### config.mk
export PLATFORM = sky130hd
export DESIGN_NAME = btn_debounce_bank
export DESIGN_NICKNAME = d
export VERILOG_FILES = /design/src/rtl/btn_debounce_bank.sv
export SDC_FILE = /design/constraint.sdc
export NUM_CORES = 1
export LEC_CHECK = 0
export ABC_AREA = 1
export CORE_ASPECT_RATIO = 0.5
export CORE_UTILIZATION = 33
export DETAILED_ROUTE_END_ITERATION = 12
export DONT_BUFFER_PORTS = 1
export PLACE_DENSITY = 0.45
export SYNTH_ARGS = -nofsm -noshare
export SYNTH_HDL_FRONTEND = slang
export SYNTH_SLANG_ARGS = --single-unit
### constraint.sdc
create_clock -name clk -period 1.5 [get_ports clk]
set_clock_uncertainty 0.05 [all_clocks]
set_input_delay 0.225 -clock clk [delete_from_list [all_inputs] [get_ports clk]]
set_output_delay 0.225 -clock clk [all_outputs]
set_load 0.02 [all_outputs]
### src/rtl/btn_debounce_bank.sv
// btn_debounce_bank: synchronises, debounces and times the board push-buttons.
// Each bit yields a clean level, press/release pulses, a hold flag and auto-repeat.
module btn_debounce_bank #(
    parameter int NBTN          = 5,
    parameter int DB_CYCLES     = 400000,
    parameter int HOLD_CYCLES   = 20000000,
    parameter int REPEAT_CYCLES = 4000000
) (
    input  logic            clk,
    input  logic            rst,
    input  logic [NBTN-1:0] btn_raw,
    output logic [NBTN-1:0] btn_level,
    output logic [NBTN-1:0] btn_dn,
    output logic [NBTN-1:0] btn_up,
    output logic [NBTN-1:0] btn_hold,
    output logic [NBTN-1:0] btn_rpt
);

    localparam int DBW = $clog2(DB_CYCLES + 1);
    localparam int HW  = $clog2(HOLD_CYCLES + 1);
    localparam int RW  = $clog2(REPEAT_CYCLES + 1);

    localparam logic [DBW-1:0] DB_LAST = DBW'(DB_CYCLES - 1);
    localparam logic [HW-1:0]  H_LAST  = HW'(HOLD_CYCLES - 1);
    localparam logic [HW-1:0]  H_MAX   = HW'(HOLD_CYCLES);
    localparam logic [RW-1:0]  R_LAST  = RW'(REPEAT_CYCLES - 1);

    typedef enum logic [2:0] {
        RELEASED,
        PRESS_QUAL,
        PRESSED,
        HELD,
        RELEASE_QUAL
    } state_e;

    logic [NBTN-1:0] s1_q, s1_d;
    logic [NBTN-1:0] s2_q, s2_d;

    // Two-flop synchroniser input path.
    always_comb begin
        s1_d = btn_raw;
        s2_d = s1_q;
    end

    // Synchroniser registers.
    always_ff @(posedge clk) begin
        if (rst) begin
            s1_q <= '0;
            s2_q <= '0;
        end else begin
            s1_q <= s1_d;
            s2_q <= s2_d;
        end
    end

    for (genvar i = 0; i < NBTN; i++) begin : g_btn
        state_e         state_q, state_d;
        logic           level_q, level_d;
        logic           dn_q, dn_d;
        logic           up_q, up_d;
        logic           hold_q, hold_d;
        logic           rpt_q, rpt_d;
        logic [DBW-1:0] db_q, db_d;
        logic [HW-1:0]  hcnt_q, hcnt_d;
        logic [RW-1:0]  rcnt_q, rcnt_d;
        logic           active;
        logic           mismatch;
        logic           done;
        logic           in_qual;
        logic           hold_rise;

        // Debounce qualification, hold/repeat timing and state tracking.
        always_comb begin
            active = (state_q == PRESSED) || (state_q == HELD) ||
                     (state_q == RELEASE_QUAL);
            mismatch = (s2_q[i] != level_q);
            done = mismatch && (db_q == DB_LAST);
            in_qual = mismatch && !done;

            db_d = in_qual ? db_q + DBW'(1) : '0;
            level_d = level_q ^ done;
            dn_d = done && !level_q;
            up_d = done && level_q;

            hold_rise = active && !hold_q && !up_d && (hcnt_q == H_LAST);

            hcnt_d = hcnt_q;
            if (dn_d || up_d) begin
                hcnt_d = '0;
            end else if (active && (hcnt_q != H_MAX)) begin
                hcnt_d = hcnt_q + HW'(1);
            end

            hold_d = !up_d && (hold_q || hold_rise);

            rcnt_d = '0;
            if (!up_d && hold_q) begin
                rcnt_d = (rcnt_q == R_LAST) ? '0 : rcnt_q + RW'(1);
            end

            rpt_d = !up_d && (hold_rise || (hold_q && (rcnt_q == R_LAST)));

            state_d = state_q;
            unique case (1'b1)
                (!level_d && !in_qual): state_d = RELEASED;
                (!level_d && in_qual):  state_d = PRESS_QUAL;
                (level_d && in_qual):   state_d = RELEASE_QUAL;
                (level_d && !in_qual && hold_d): state_d = HELD;
                default:                state_d = PRESSED;
            endcase
        end

        // Per-button state registers.
        always_ff @(posedge clk) begin
            if (rst) begin
                state_q <= RELEASED;
                level_q <= 1'b0;
                dn_q    <= 1'b0;
                up_q    <= 1'b0;
                hold_q  <= 1'b0;
                rpt_q   <= 1'b0;
                db_q    <= '0;
                hcnt_q  <= '0;
                rcnt_q  <= '0;
            end else begin
                state_q <= state_d;
                level_q <= level_d;
                dn_q    <= dn_d;
                up_q    <= up_d;
                hold_q  <= hold_d;
                rpt_q   <= rpt_d;
                db_q    <= db_d;
                hcnt_q  <= hcnt_d;
                rcnt_q  <= rcnt_d;
            end
        end

        assign btn_level[i] = level_q;
        assign btn_dn[i]    = dn_q;
        assign btn_up[i]    = up_q;
        assign btn_hold[i]  = hold_q;
        assign btn_rpt[i]   = rpt_q;
    end

endmodule

### Word level (Yosys, flattened, before mapping)

Cells that the tools add are included.

| storage, ports and cells | value |
|---|---|
| bits of input ports | 7 |
| logic and storage cells | 277 |
| output and inout bits | 25 |
| register bits after elaboration | 380 |

| operators by class | value |
|---|---|
| multiplexer cells | 5 |
| $add $sub $neg | 15 |
| reduce and logical (&&, ||, !) cells | 155 |
| bitwise operators | 15 |
| equality and inequality tests | 40 |

Operator list:

| operator | count |
|---|---|
| $add A25 B1 Y25 const B | 5 |
| $eq A25 B25 Y1 const B | 5 |
| $ne A25 B25 Y1 const B | 5 |
| $add A22 B1 Y22 const B | 5 |
| $eq A22 B22 Y1 const B | 5 |
| $add A19 B1 Y19 const B | 5 |
| $eq A19 B19 Y1 const B | 5 |
| $logic_and A1 B1 Y1 | 85 |
| $pmux W3 S4 | 5 |
| $eq A3 B2 Y1 const B | 10 |
| $logic_not A1 Y1 | 30 |
| $logic_or A1 B1 Y1 | 25 |
| $reduce_or A2 Y1 | 10 |
| $eq A3 B3 Y1 const B | 5 |
| $reduce_or A3 Y1 | 5 |
| $not A1 Y1 | 10 |
| $ne A1 B1 Y1 | 5 |
| $xor A1 B1 Y1 | 5 |

### Longest topological paths before layout

Gate-level depths: netlist of run 1.

| depth | value |
|---|---|
| word-level depth | 10 |
| depth in mapped cells | 11 |
| depth with buffers taken out | 10 |

### Least setup slack after synthesis of run 1

No wires, ideal clock.

| path | value |
|---|---|
| kind | register to register |
| start point | register g_btn[3].db_q[0] |
| end point | register g_btn[3].db_q[15] |
| path buffers | 1 |
| stages on the path, launching flop included | 10 |
| period minus slack after synthesis | 1.646 ns |
| setup slack | -0.146 ns |
| required time | 1.335 ns |
| arrival time | 1.481 ns |
| library setup time | 0.115 ns |
| cell sequence | dfxtp_1 > ha_1 > nand2_1 > nor2_2 > nand2_2 > inv_2 > nand3_2 > nand3_2 > buf_4 > nor2_1 |

| on the way | value |
|---|---|
| cells in the longest elaborated chain, start to end | 6 |
| elaborated cells between the ends (all ways) | 7 |
| those cells by class | add/sub: 1; eq/ne: 1; bitwise: 1; reduce/logical: 4 |

Ends and longest elaborated chain:

| item | RTL line | RTL |
|---|---|---|
| start, declared | 63 | `logic [DBW-1:0] db_q, db_d;` |
| start signal, assigned | 122 | `db_q <= '0;` |
| start signal, assigned | 132 | `db_q <= db_d;` |
| branches (longest 6 deep; another with $add A19 B1 Y19) | -- |  |

Several ways; the timed one is not identified.
A chain may end at the register's enable or synchronous reset.

### Final worst setup path of run 1

| path | value |
|---|---|
| start point | register g_btn[2].rcnt_q[1] |
| end point | register g_btn[2].rcnt_q[2] |

| on the way | value |
|---|---|
| cells in the longest elaborated chain, start to end | 2 |
| elaborated cells between the ends (all ways) | 3 |
| those cells by class | add/sub: 1; eq/ne: 1; reduce/logical: 1 |

Ends and longest elaborated chain:

| item | RTL line | RTL |
|---|---|---|
| start, declared | 65 | `logic [RW-1:0] rcnt_q, rcnt_d;` |
| start signal, assigned | 134 | `rcnt_q <= rcnt_d;` |
| branches (longest 2 deep; another with $add A22 B1 Y22) | -- |  |

Several ways; the timed one is not identified.

==> flow_summary_export.csv, run 1 <==
group,metric,value,unit
timing,hold_viol_final,0,
timing,maxSlewViolCount,0,
setup_path,cp_top_family,"simple AND/OR/NAND/NOR gates",
logic_synthesis,syn_inst,3172,
grt,gr-usage-met1,24.6,%
pwr,sw_frac_of_total,22.0,%
logic_synthesis,synth_common_cells,"nand2_1, nor2_1, dfxtp_1, inv_1, nand3_1",
logic_synthesis,yosysMostFrequentCell,"nand2_1",
setup_path,crit_fanout,6,
finish,drive_above_1_share,35.7,%
setup_path,start_kind,"flop",
finish,fin_area,31200,sq um
logic_synthesis,ys_seq_area_share,36.7,%
setup_path,critPathSlowestCell,"dfxtp_2",
grt,grt_max_degree,27,
setup_path,crit_path_end,"g_btn[2].rcnt_q[2]$_SDFF_PP0_",
pwr,power-per-cell-area,704,nW/um^2
logic_synthesis,synth_edf_count,0,
setup_path,cp.depth,10,
grt,grtUsageMet3,2.94,%
logic_synthesis,synth_top_area_share,36.7,%
finish,num-nets-final,3785,
logic_synthesis,yosysUniqueCellTypes,40,
floorplan,die_h,179,microns
setup_path,cp_common_cell,"nand3_4",
logic_synthesis,syn-num-nets,3199,
pwr,power.leakage,11.5,nW
setup_path,timing.reg2reg.worst_path_depth,10,
setup_path,cpPeakStageDelay,0.35,ns
timing,setup_slack,-0.241,ns
placed_design,gp_congestion,0.855,
timing,period_share,116,%
cts,clockBufferDepth,3,
floorplan,die_width,356,microns
detailed_routing,routed_wl,60.3,mm
flow_run,cap_violations,0,
setup_path,path_buf_inv,2,
setup_path,required,1.90,ns
setup_path,path_cells,"ha_4 > nand3_4 > nor2_4 > nand2_2 > nand3b_1 > nand2_1 > inv_2 > nand3_4 > clkbuf_16 > nor2_2",
detailed_routing,vias,21200,
logic_synthesis,yosysTopAreaCell,"dfxtp_1",
timing,maxSlewHeadroom,71.4,%
cts,cts.clk_slew.worst_paths,0.07,ns
logic_synthesis,ys_top_cells_by_area,"dfxtp_1, nand2_1, nor2_1",
placed_design,place_ws,-0.412,ns
grt,met2_usage,30.8,%
logic_synthesis,syn_area,20700,sq um
floorplan,fp.dieArea,63800,sq um
cts,cts_htree_levels,2,
floorplan,num_rows,64,
setup_path,cp.arrival,2.14,ns
cts,clk_latency,0.58,ns
detailed_routing,drc,0,
logic_synthesis,avgSynthCellArea,6.53,sq um
pwr,irDropWorstVdd,0.659,mV
grt,track_usage,18.3,%
setup_path,r2r_slack,-0.24,ns
detailed_routing,avgRoutedWirePerCell,13.1,microns
grt,grt_pass1_wl,97.3,mm
detailed_routing,first_pass_iters,5,
placed_design,port_buffers,0,
setup_path,critPathCaptureType,"flop",
cts,cts_tree,"yes",
cts,cts_root_buf,"clkbuf_16",
setup_path,crit_start,"g_btn[2].rcnt_q[1]$_SDFF_PP0_",
timing,rsz0062_at_grt,"yes",
cts,cts.sinks,380,
pwr,p_seq_share,46.0,%
timing,final.setup.tns,-27.19,ns
setup_path,r2r-start,"g_btn[2].rcnt_q[1]$_SDFF_PP0_",
logic_synthesis,ys_warn_count,0,
logic_synthesis,synth_seq_cells,380,
setup_path,worstSetupPathType,"reg -> reg",
floorplan,initial_core_util,33.6,%
timing,fmax,574,MHz
finish,multi_input_area,14100,sq um
setup_path,r2r_end,"g_btn[2].rcnt_q[2]$_SDFF_PP0_",
finish,register_area,7710,sq um
pwr,p_switching,0.00484,W
finish,antenna-diode-count,0,
detailed_routing,vias_per_cell,4.59,
grt,grt_pass1_vias,20100,
logic_synthesis,ys_async_sr_fraction,0,%
grt,antenna_found_initial,0,
pwr,p_int,0.0171,W
pwr,pwr-share-clk,51.5,%
detailed_routing,drt_iter0_drc,977,
finish,fillers,6061,
placed_design,placed_area,25500,sq um
timing,setup_viol,291,
logic_synthesis,ys.flop_type,"dfxtp_1",
detailed_routing,antenna_left,0,
hold_path,hp-class,"in -> reg",
placed_design,dp_hpwl,40.3,mm
run_status,status,"finished with violations",
finish,utilization,50.7,%
floorplan,core_area,61600,sq um
timing,tightest_slew,0.429,ns
floorplan,io_pins,32,
timing,period_needed,1.74,ns
run_status,violations,"negative setup slack",
pwr,combPwrFrac,2.5,%
cts,cts_buffers,41,
grt,grt_busiest_layer,"met2",
finish,area_delta_synth_final,50.8,%
grt,grt_overflow,0,
[power groups by stage]
stage / sequential, W / clock, W / combinational, W
2_1_floorplan: 0.0103 / 0 / 0.000141
3_3_place_gp: 0.0103 / 0 / 0.000258
3_5_place_dp: 0.0103 / 0 / 0.000259
4_1_cts: 0.0101 / 0.0117 / 0.000505
5_1_grt: 0.0101 / 0.0121 / 0.000579
6_report: 0.0101 / 0.0113 / 0.000547
[logic make-up after synthesis]
| family | count (synthesis) | share of synthesized area [%] |
|---|---|---|
| AO/OA/AOI/OAI | 190 | 4.81 |
| XOR/XNOR | 156 | 6.60 |
| adder cells (fa/ha/maj) | 20 | 1.21 |
| buffers and inverters | 448 | 9.35 |
| flip-flops | 380 | 36.7 |
| AND/OR/NAND/NOR | 1978 | 41.3 |
[flip-flops by register name, summed over array words and instances, names as in the netlist, 15 cells and up]
name / count
g_btn.hcnt_q: 125
g_btn.db_q: 95
g_btn.rcnt_q: 110
g_btn.state_q: 15
[worst min path at each step]
| stage | start | end | slack [ns] | cells past startpoint |
|---|---|---|---|---|
| after global placement | rst | s1_q[3]$_SDFF_PP0_ | 0.25 | 1 |
| after floorplan | btn_raw[0] | s1_q[0]$_SDFF_PP0_ | 0.28 | 2 |
| after CTS | rst | g_btn[4].hold_q$_SDFF_PP0_ | 0.10 | 4 |
| after detailed placement | rst | s1_q[3]$_SDFF_PP0_ | 0.25 | 1 |
| final | rst | g_btn[4].state_q[2]$_SDFF_PP0_ | 0.16 | 4 |
| after global routing | rst | g_btn[4].hold_q$_SDFF_PP0_ | 0.13 | 4 |
[layer usage]
metal / up-vias / wire length, microns / share of wire [%]
li1: 11200 / - / -
met1: 9709 / 29500 / 49
met2: 220 / 28000 / 46
met3: 77 / 1960 / 3.2
met4: 0 / 887 / 1.5
met5: - / 0 / 0
[metrics by stage]
step	hold slack, ns	total power, W	std cells
after floorplan	0.282	0.0105	3172
after global placement	0.252	0.0106	4427
after detailed placement	0.251	0.0106	4427
after CTS	0.105	0.0223	4582
after global routing	0.127	0.0228	4614
final	0.158	0.0220	4614
[layout by cell type, fill, tap and decap left out, types with 7 or more instances in the layout]
master and instances:
inv_4 9, clkbuf_8 7, nor2_4 77, ha_4 18, dfxtp_1 318, nand3_4 33
buf_8 7, nor2_2 114, nand3b_1 28, buf_16 9, xnor2_1 56, nor3_1 50
nor3_4 10, o21ai_0 16, inv_2 33, inv_1 331, nand2_4 34, nand2_1 770
nand3_1 167, nand3_2 38, nand4_1 94, a21oi_2 107, dfxtp_2 53, clkbuf_16 50
or2_2 8, nand2_2 65, a21oi_1 36, nor2_1 438, clkinv_2 9, buf_4 484
buf_12 20, nor3_2 22, buf_6 72, nand2_8 8, bufinv_16 7, dfxtp_4 9
xor2_1 94, nor3b_2 9
[tightest hold or removal path: stages]
cell	delay [ns]
inv_2	0.15
buf_4	0.24
nand4_1	0.09
inv_1	0.03
[timing repair]
| item | in CTS | in global routing |
|---|---|---|
| hold endpoints to repair | 57 | 0 |
| gates resized for setup | 393 | 460 |
| gates cloned | 22 | 13 |
| endpoints found under the setup margin | 288 | 354 |
| pin swaps | 121 | 146 |
| setup buffers | 54 | 35 |
| hold buffers | 7 | 0 |
[layout make-up]
type / count / share of cell area (%)
Sequential cell: 380 / 24.7
Clock inverter: 20 / 0.918
Inverter: 376 / 4.72
Timing Repair Buffer: 605 / 17.4
Timing Repair inverter: 1 / 0.0521
Tap cell: 825 / 3.31
Multi-Input combinational cell: 2353 / 45.1
Clock buffer: 54 / 3.80
No activity file was read; power rests on OpenSTA's default activity.
==> run 2: changes to the inputs <==
- CORE_MARGIN: default -> 8
- REMOVE_ABC_BUFFERS: default -> 1
==> flow_summary_export.csv, run 2 (synthesized netlist as in run 1, its figures left out) <==
group,metric,value,unit
run_status,status,"finished with violations",
run_status,violations,"negative setup slack",
placed_design,dp_hpwl,40.5,mm
finish,num-nets-final,3818,
setup_path,r2r-start,"g_btn[4].hcnt_q[0]$_SDFFE_PP0P_",
hold_path,hp-class,"in -> reg",
grt,grt_max_degree,23,
detailed_routing,vias,21500,
floorplan,io_pins,32,
placed_design,gp_congestion,0.829,
detailed_routing,avgRoutedWirePerCell,13.4,microns
finish,area_delta_synth_final,52.9,%
placed_design,port_buffers,0,
hold_path,hold_end,"g_btn[3].up_q$_SDFF_PP0_",
finish,regMostFlops,"g_btn.hcnt_q",
floorplan,die_width,370,microns
cts,cts.sinks,380,
placed_design,place_ws,-0.340,ns
setup_path,required,1.94,ns
cts,clk_latency,0.57,ns
cts,clockBufferDepth,3,
detailed_routing,vias_per_cell,4.61,
finish,final_cell_mix,"nand2_1, buf_4, nor2_1, inv_1, dfxtp_1",
floorplan,initial_core_util,33.1,%
finish,largestRegisters,"g_btn.hcnt_q: 125 flops, g_btn.rcnt_q: 110 flops, g_btn.db_q: 95 flops",
setup_path,cp.arrival,2.12,ns
grt,grt_overflow,0,
hold_path,whs_path_depth,3,
timing,rsz0062_at_grt,"yes",
cts,cts_htree_levels,2,
flow_run,cap_violations,0,
detailed_routing,first_pass_iters,5,
setup_path,crit_fanout,6,
setup_path,r2r_slack,-0.18,ns
cts,cts_root_buf,"clkbuf_16",
pwr,power.leakage,11.7,nW
timing,setup_viol,323,
finish,final_common_cell,"nand2_1",
timing,hold_viol_final,0,
timing,period_share,112,%
finish,largest_reg_flops,125,
cts,cts.clk_slew.worst_paths,0.07,ns
grt,antenna_found_initial,0,
detailed_routing,antenna_left,0,
setup_path,critPathCaptureType,"flop",
pwr,power-per-cell-area,669,nW/um^2
finish,drive_above_1_share,37.0,%
cts,cts_tree,"yes",
setup_path,worstSetupPathType,"reg -> reg",
grt,grt_pass1_wl,100,mm
timing,maxSlewViolCount,0,
timing,tightest_slew,0.698,ns
floorplan,fp.dieArea,71500,sq um
pwr,irDropWorstVdd,0.687,mV
floorplan,core_area,62500,sq um
pwr,total_power,0.0212,W
detailed_routing,drc,0,
finish,antenna-diode-count,0,
grt,grt_pass1_vias,20700,
grt,track_usage,16.7,%
hold_path,min_from,"rst",
setup_path,r2r_end,"g_btn[4].hcnt_q[19]$_SDFFE_PP0P_",
cts,cts_buffers,41,
timing,fmax,595,MHz
timing,setup_slack,-0.180,ns
setup_path,start_kind,"flop",
timing,period_needed,1.68,ns
detailed_routing,routed_wl,62.5,mm
floorplan,num_rows,65,
setup_path,timing.reg2reg.worst_path_depth,10,
floorplan,die_h,193,microns
timing,maxSlewHeadroom,53.3,%
detailed_routing,drt_iter0_drc,1004,
## run 2: cell count changes in the layout (fill, tap and decap cells not counted), moves of 6 or more
cell,before,now
buf_4,484,519
nand2_1,770,745
inv_4,9,15
nor2_1,438,424
nand3_1,167,158
nor2_4,77,83
buf_6,72,56
nand2_2,65,86
inv_2,33,18
nand3_2,38,48
buf_12,20,29
nor2_2,114,121
inv_1,331,341
## run 2: worst max-delay path by stage
stage	from	cells after the start	end	slack (ns)
floorplan	g_btn[3].db_q[0]$_SDFF_PP0_	10	g_btn[3].hcnt_q[22]$_SDFFE_PP0P_	-0.38
global placement	g_btn[4].hcnt_q[0]$_SDFFE_PP0P_	9	g_btn[4].hcnt_q[19]$_SDFFE_PP0P_	-0.33
detailed placement	g_btn[4].hcnt_q[0]$_SDFFE_PP0P_	9	g_btn[4].hcnt_q[13]$_SDFFE_PP0P_	-0.34
CTS	g_btn[1].db_q[0]$_SDFF_PP0_	10	g_btn[1].hcnt_q[21]$_SDFFE_PP0P_	-0.18
global route	g_btn[1].hcnt_q[8]$_SDFFE_PP0P_	9	g_btn[1].hcnt_q[17]$_SDFFE_PP0P_	-0.26
finish	g_btn[4].hcnt_q[0]$_SDFFE_PP0P_	10	g_btn[4].hcnt_q[19]$_SDFFE_PP0P_	-0.18
## run 2: layer usage
layer,up-vias,share of wire [%],track usage (%)
li1,11300,-,-
met5,-,0,0
met2,227,47,28.8
met3,95,2.8,2.60
met1,9890,48,22.0
met4,0,1.9,3.82
## run 2: what timing repair did
item	CTS	global route
gates cloned	25	15
setup endpoints to repair	352	364
gates resized for setup	374	576
hold buffers	10	1
setup buffers	76	48
endpoints found under the hold margin	57	4
pin swaps	125	166
## run 2: cell type report
| class | instances | area [sq um] |
|---|---|---|
| fill | 6167 | 30900 |
| multi-input combinational | 2351 | 14200 |
| tap | 837 | 1050 |
| clock buffer | 56 | 1190 |
| sequential | 380 | 7700 |
| inverter | 376 | 1470 |
| clock inverter | 18 | 170 |
| timing repair buffer | 641 | 5860 |
## run 2: worst max-delay path, cell delays in order, from the launching register on
cell and delay [ns]:
dfxtp_4 0.37, inv_4 0.07, ha_4 0.12, nand3_2 0.07, nor2_4 0.14, nand2_2 0.07, buf_6 0.12, o21ai_4 0.23
buf_6 0.20, nand2_2 0.06, a21oi_2 0.10
## run 2: through the flow
| step | setup TNS, ns | utilization (%) | cells | instance area, sq um | hold WS, ns |
|---|---|---|---|---|---|
| floorplan | -50.16 | - | 3100 | 20200 | 0.246 |
| global placement | -51.32 | 40.2 | 4436 | 25200 | 0.256 |
| detailed placement | -56.40 | 40.2 | 4436 | 25200 | 0.254 |
| CTS | -29.70 | 46.8 | 4617 | 29300 | 0.00219 |
| global route | -57.28 | 50.6 | 4659 | 31600 | 0.0127 |
| finish | -29.00 | 50.6 | 4659 | 31600 | 0.0312 |
## run 2: power breakdown
group	internal (W)	switching [W]
sequential	0.0101	0.0000141
combinational	0.000277	0.000298
clock	0.00597	0.00454
total	0.0163	0.00485
==> run 3: changes to the inputs <==
- CORE_MARGIN: 8 -> 1
==> flow_summary_export.csv, run 3 (synthesized netlist as in run 1, its figures left out) <==
group,metric,value,unit
floorplan,core_area,61600,sq um
setup_path,cp.arrival,2.11,ns
pwr,power-per-cell-area,715,nW/um^2
placed_design,dp_hpwl,40.0,mm
setup_path,required,1.89,ns
hold_path,min_from,"rst",
cts,cts_buffers,40,
setup_path,r2r_slack,-0.21,ns
setup_path,cp.depth,10,
finish,fillers,6184,
grt,grt_max_degree,27,
detailed_routing,drc,0,
finish,area_delta_synth_final,42.5,%
cts,cts_htree_levels,2,
timing,whs,0.125,ns
placed_design,port_buffers,0,
finish,final_common_cell,"nand2_1",
timing,setup_viol,306,
setup_path,critPathSlowestCell,"dfxtp_2",
finish,num-nets-final,3729,
grt,grt_overflow,0,
timing,hold_viol_final,0,
placed_design,placed_area,24900,sq um
timing,fmax,583,MHz
floorplan,initial_core_util,33.6,%
setup_path,r2r_end,"g_btn[0].hcnt_q[10]$_SDFFE_PP0P_",
timing,maxSlewViolCount,0,
setup_path,cp_top_family,"simple AND/OR/NAND/NOR gates",
cts,cts.clk_slew.worst_paths,0.06,ns
hold_path,whs_path_depth,3,
setup_path,crit_fanout,5,
placed_design,place_ws,-0.367,ns
setup_path,crit_start,"g_btn[0].db_q[1]$_SDFF_PP0_",
finish,final_cell_mix,"nand2_1, nor2_1, buf_4, inv_1, dfxtp_1",
pwr,total_power,0.0211,W
cts,cts_tree,"yes",
finish,largestRegisters,"g_btn.hcnt_q: 125 flops, g_btn.rcnt_q: 110 flops, g_btn.db_q: 95 flops",
grt,track_usage,17.4,%
timing,period_share,114,%
timing,maxSlewHeadroom,70.3,%
pwr,p_seq_share,47.9,%
finish,drive_above_1_share,30.3,%
setup_path,r2r-start,"g_btn[0].db_q[1]$_SDFF_PP0_",
cts,clockBufferDepth,3,
detailed_routing,vias,20800,
finish,antenna-diode-count,0,
grt,grt_pass1_wl,93.2,mm
cts,cts_root_buf,"clkbuf_16",
run_status,violations,"negative setup slack",
setup_path,path_cells,"ha_4 > nand2_4 > nor2_4 > nand3_2 > nor2_4 > buf_6 > nand2_4 > nand2_8 > clkbuf_16 > nor2_2",
floorplan,num_rows,64,
pwr,pwr-share-clk,50.3,%
hold_path,hp-class,"in -> reg",
timing,tightest_slew,0.442,ns
timing,setup_slack,-0.214,ns
setup_path,cpPeakStageDelay,0.35,ns
detailed_routing,vias_per_cell,4.56,
hold_path,hold_end,"g_btn[0].dn_q$_SDFF_PP0_",
floorplan,io_pins,32,
flow_run,cap_violations,0,
detailed_routing,first_pass_iters,7,
floorplan,fp.dieArea,63800,sq um
grt,antenna_found_initial,0,
pwr,combPwrFrac,1.8,%
run_status,status,"finished with violations",
setup_path,worstSetupPathType,"reg -> reg",
detailed_routing,avgRoutedWirePerCell,12.7,microns
pwr,sw_frac_of_total,21.8,%
timing,rsz0062_at_grt,"yes",
setup_path,start_kind,"flop",
setup_path,timing.reg2reg.worst_path_depth,10,
setup_path,critPathCaptureType,"flop",
timing,period_needed,1.71,ns
setup_path,path_buf_inv,2,
cts,clk_latency,0.56,ns
finish,fin_area,29500,sq um
detailed_routing,antenna_left,0,
floorplan,die_width,356,microns
finish,largest_reg_flops,125,
floorplan,die_h,179,microns
detailed_routing,routed_wl,57.7,mm
finish,regMostFlops,"g_btn.hcnt_q",
pwr,p_switching,0.00459,W
pwr,irDropWorstVdd,0.651,mV
timing,final.setup.tns,-28.27,ns
pwr,power.leakage,11.0,nW
placed_design,gp_congestion,0.850,
grt,grt_pass1_vias,19400,
detailed_routing,drt_iter0_drc,1056,
pwr,p_int,0.0165,W
cts,cts.sinks,380,
run 3: cell count changes in the layout (fill, tap and decap cells not counted), sizes merged:
| cell | previous run | this run |
|---|---|---|
| dlygate4sd3 | 9 | 6 |
| bufbuf | 1 | 0 |
| clkinvlp | 5 | 3 |
| bufinv | 2 | 5 |
| inv | 377 | 375 |
| buf | 621 | 540 |
| clkbuf | 66 | 60 |
| nand2 | 878 | 877 |
| clkinv | 10 | 11 |
| nor2 | 628 | 629 |
run 3: timing repair:
item / 4_1_cts / 5_1_grt
buffers inserted: 42 / 24
pin swaps: 95 / 103
gates resized for setup: 255 / 397
endpoints found under the hold margin: 57 / 0
gates cloned: 13 / 13
endpoints found under the setup margin: 340 / 366
hold buffers: 7 / 0
run 3: final cells by class:
type | count | area, sq um | share of cell area, %
Clock buffer | 54 | 1150 | 3.91
Clock inverter | 17 | 218 | 0.738
Inverter | 376 | 1440 | 4.89
Multi-Input combinational cell | 2351 | 13300 | 45.0
Sequential cell | 380 | 7680 | 26.0
Tap cell | 825 | 1030 | 3.50
Timing Repair Buffer | 552 | 4690 | 15.9
Timing Repair inverter | 1 | 5.00 | 0.0170
run 3: tightest hold or removal path: cells and delay by family:
| kind | cells | cell delay, ns |
|---|---|---|
| simple gates | 2 | 0.28 |
| buf+inv | 1 | 0.15 |
run 3: routing by layer:
layer | wire length [microns] | vias to the layer above | track usage (%)
li1 | - | 11100 | -
met1 | 29100 | 9462 | 23.7
met2 | 26000 | 198 | 29.1
met3 | 1600 | 79 | 2.41
met4 | 975 | 0 | 3.79
met5 | 0 | - | 0
run 3: worst max path at each step:
| stage | slack, ns | end |
|---|---|---|
| after floorplan | -0.38 | g_btn[3].hcnt_q[22]$_SDFFE_PP0P_ |
| after global placement | -0.38 | g_btn[0].rcnt_q[2]$_SDFF_PP0_ |
| after detailed placement | -0.37 | g_btn[0].rcnt_q[13]$_SDFF_PP0_ |
| after CTS | -0.20 | g_btn[1].hcnt_q[13]$_SDFFE_PP0P_ |
| after global routing | -0.28 | g_btn[1].rcnt_q[6]$_SDFF_PP0_ |
| final | -0.21 | g_btn[0].hcnt_q[10]$_SDFFE_PP0P_ |
run 3: metrics by stage:
step,utilization [%],instances
global route,47.9,4556
detailed placement,40.5,4402
global placement,40.5,4402
finish,47.9,4556
floorplan,-,3100
CTS,45.3,4534
run 3: power by group through the flow:
stage	Sequential [W]	Combinational [W]	Clock [W]
CTS	0.0101	0.000355	0.0110
global route	0.0101	0.000409	0.0114
floorplan	0.0103	0.000105	0
detailed placement	0.0103	0.000238	0
finish	0.0101	0.000380	0.0106
global placement	0.0103	0.000238	0
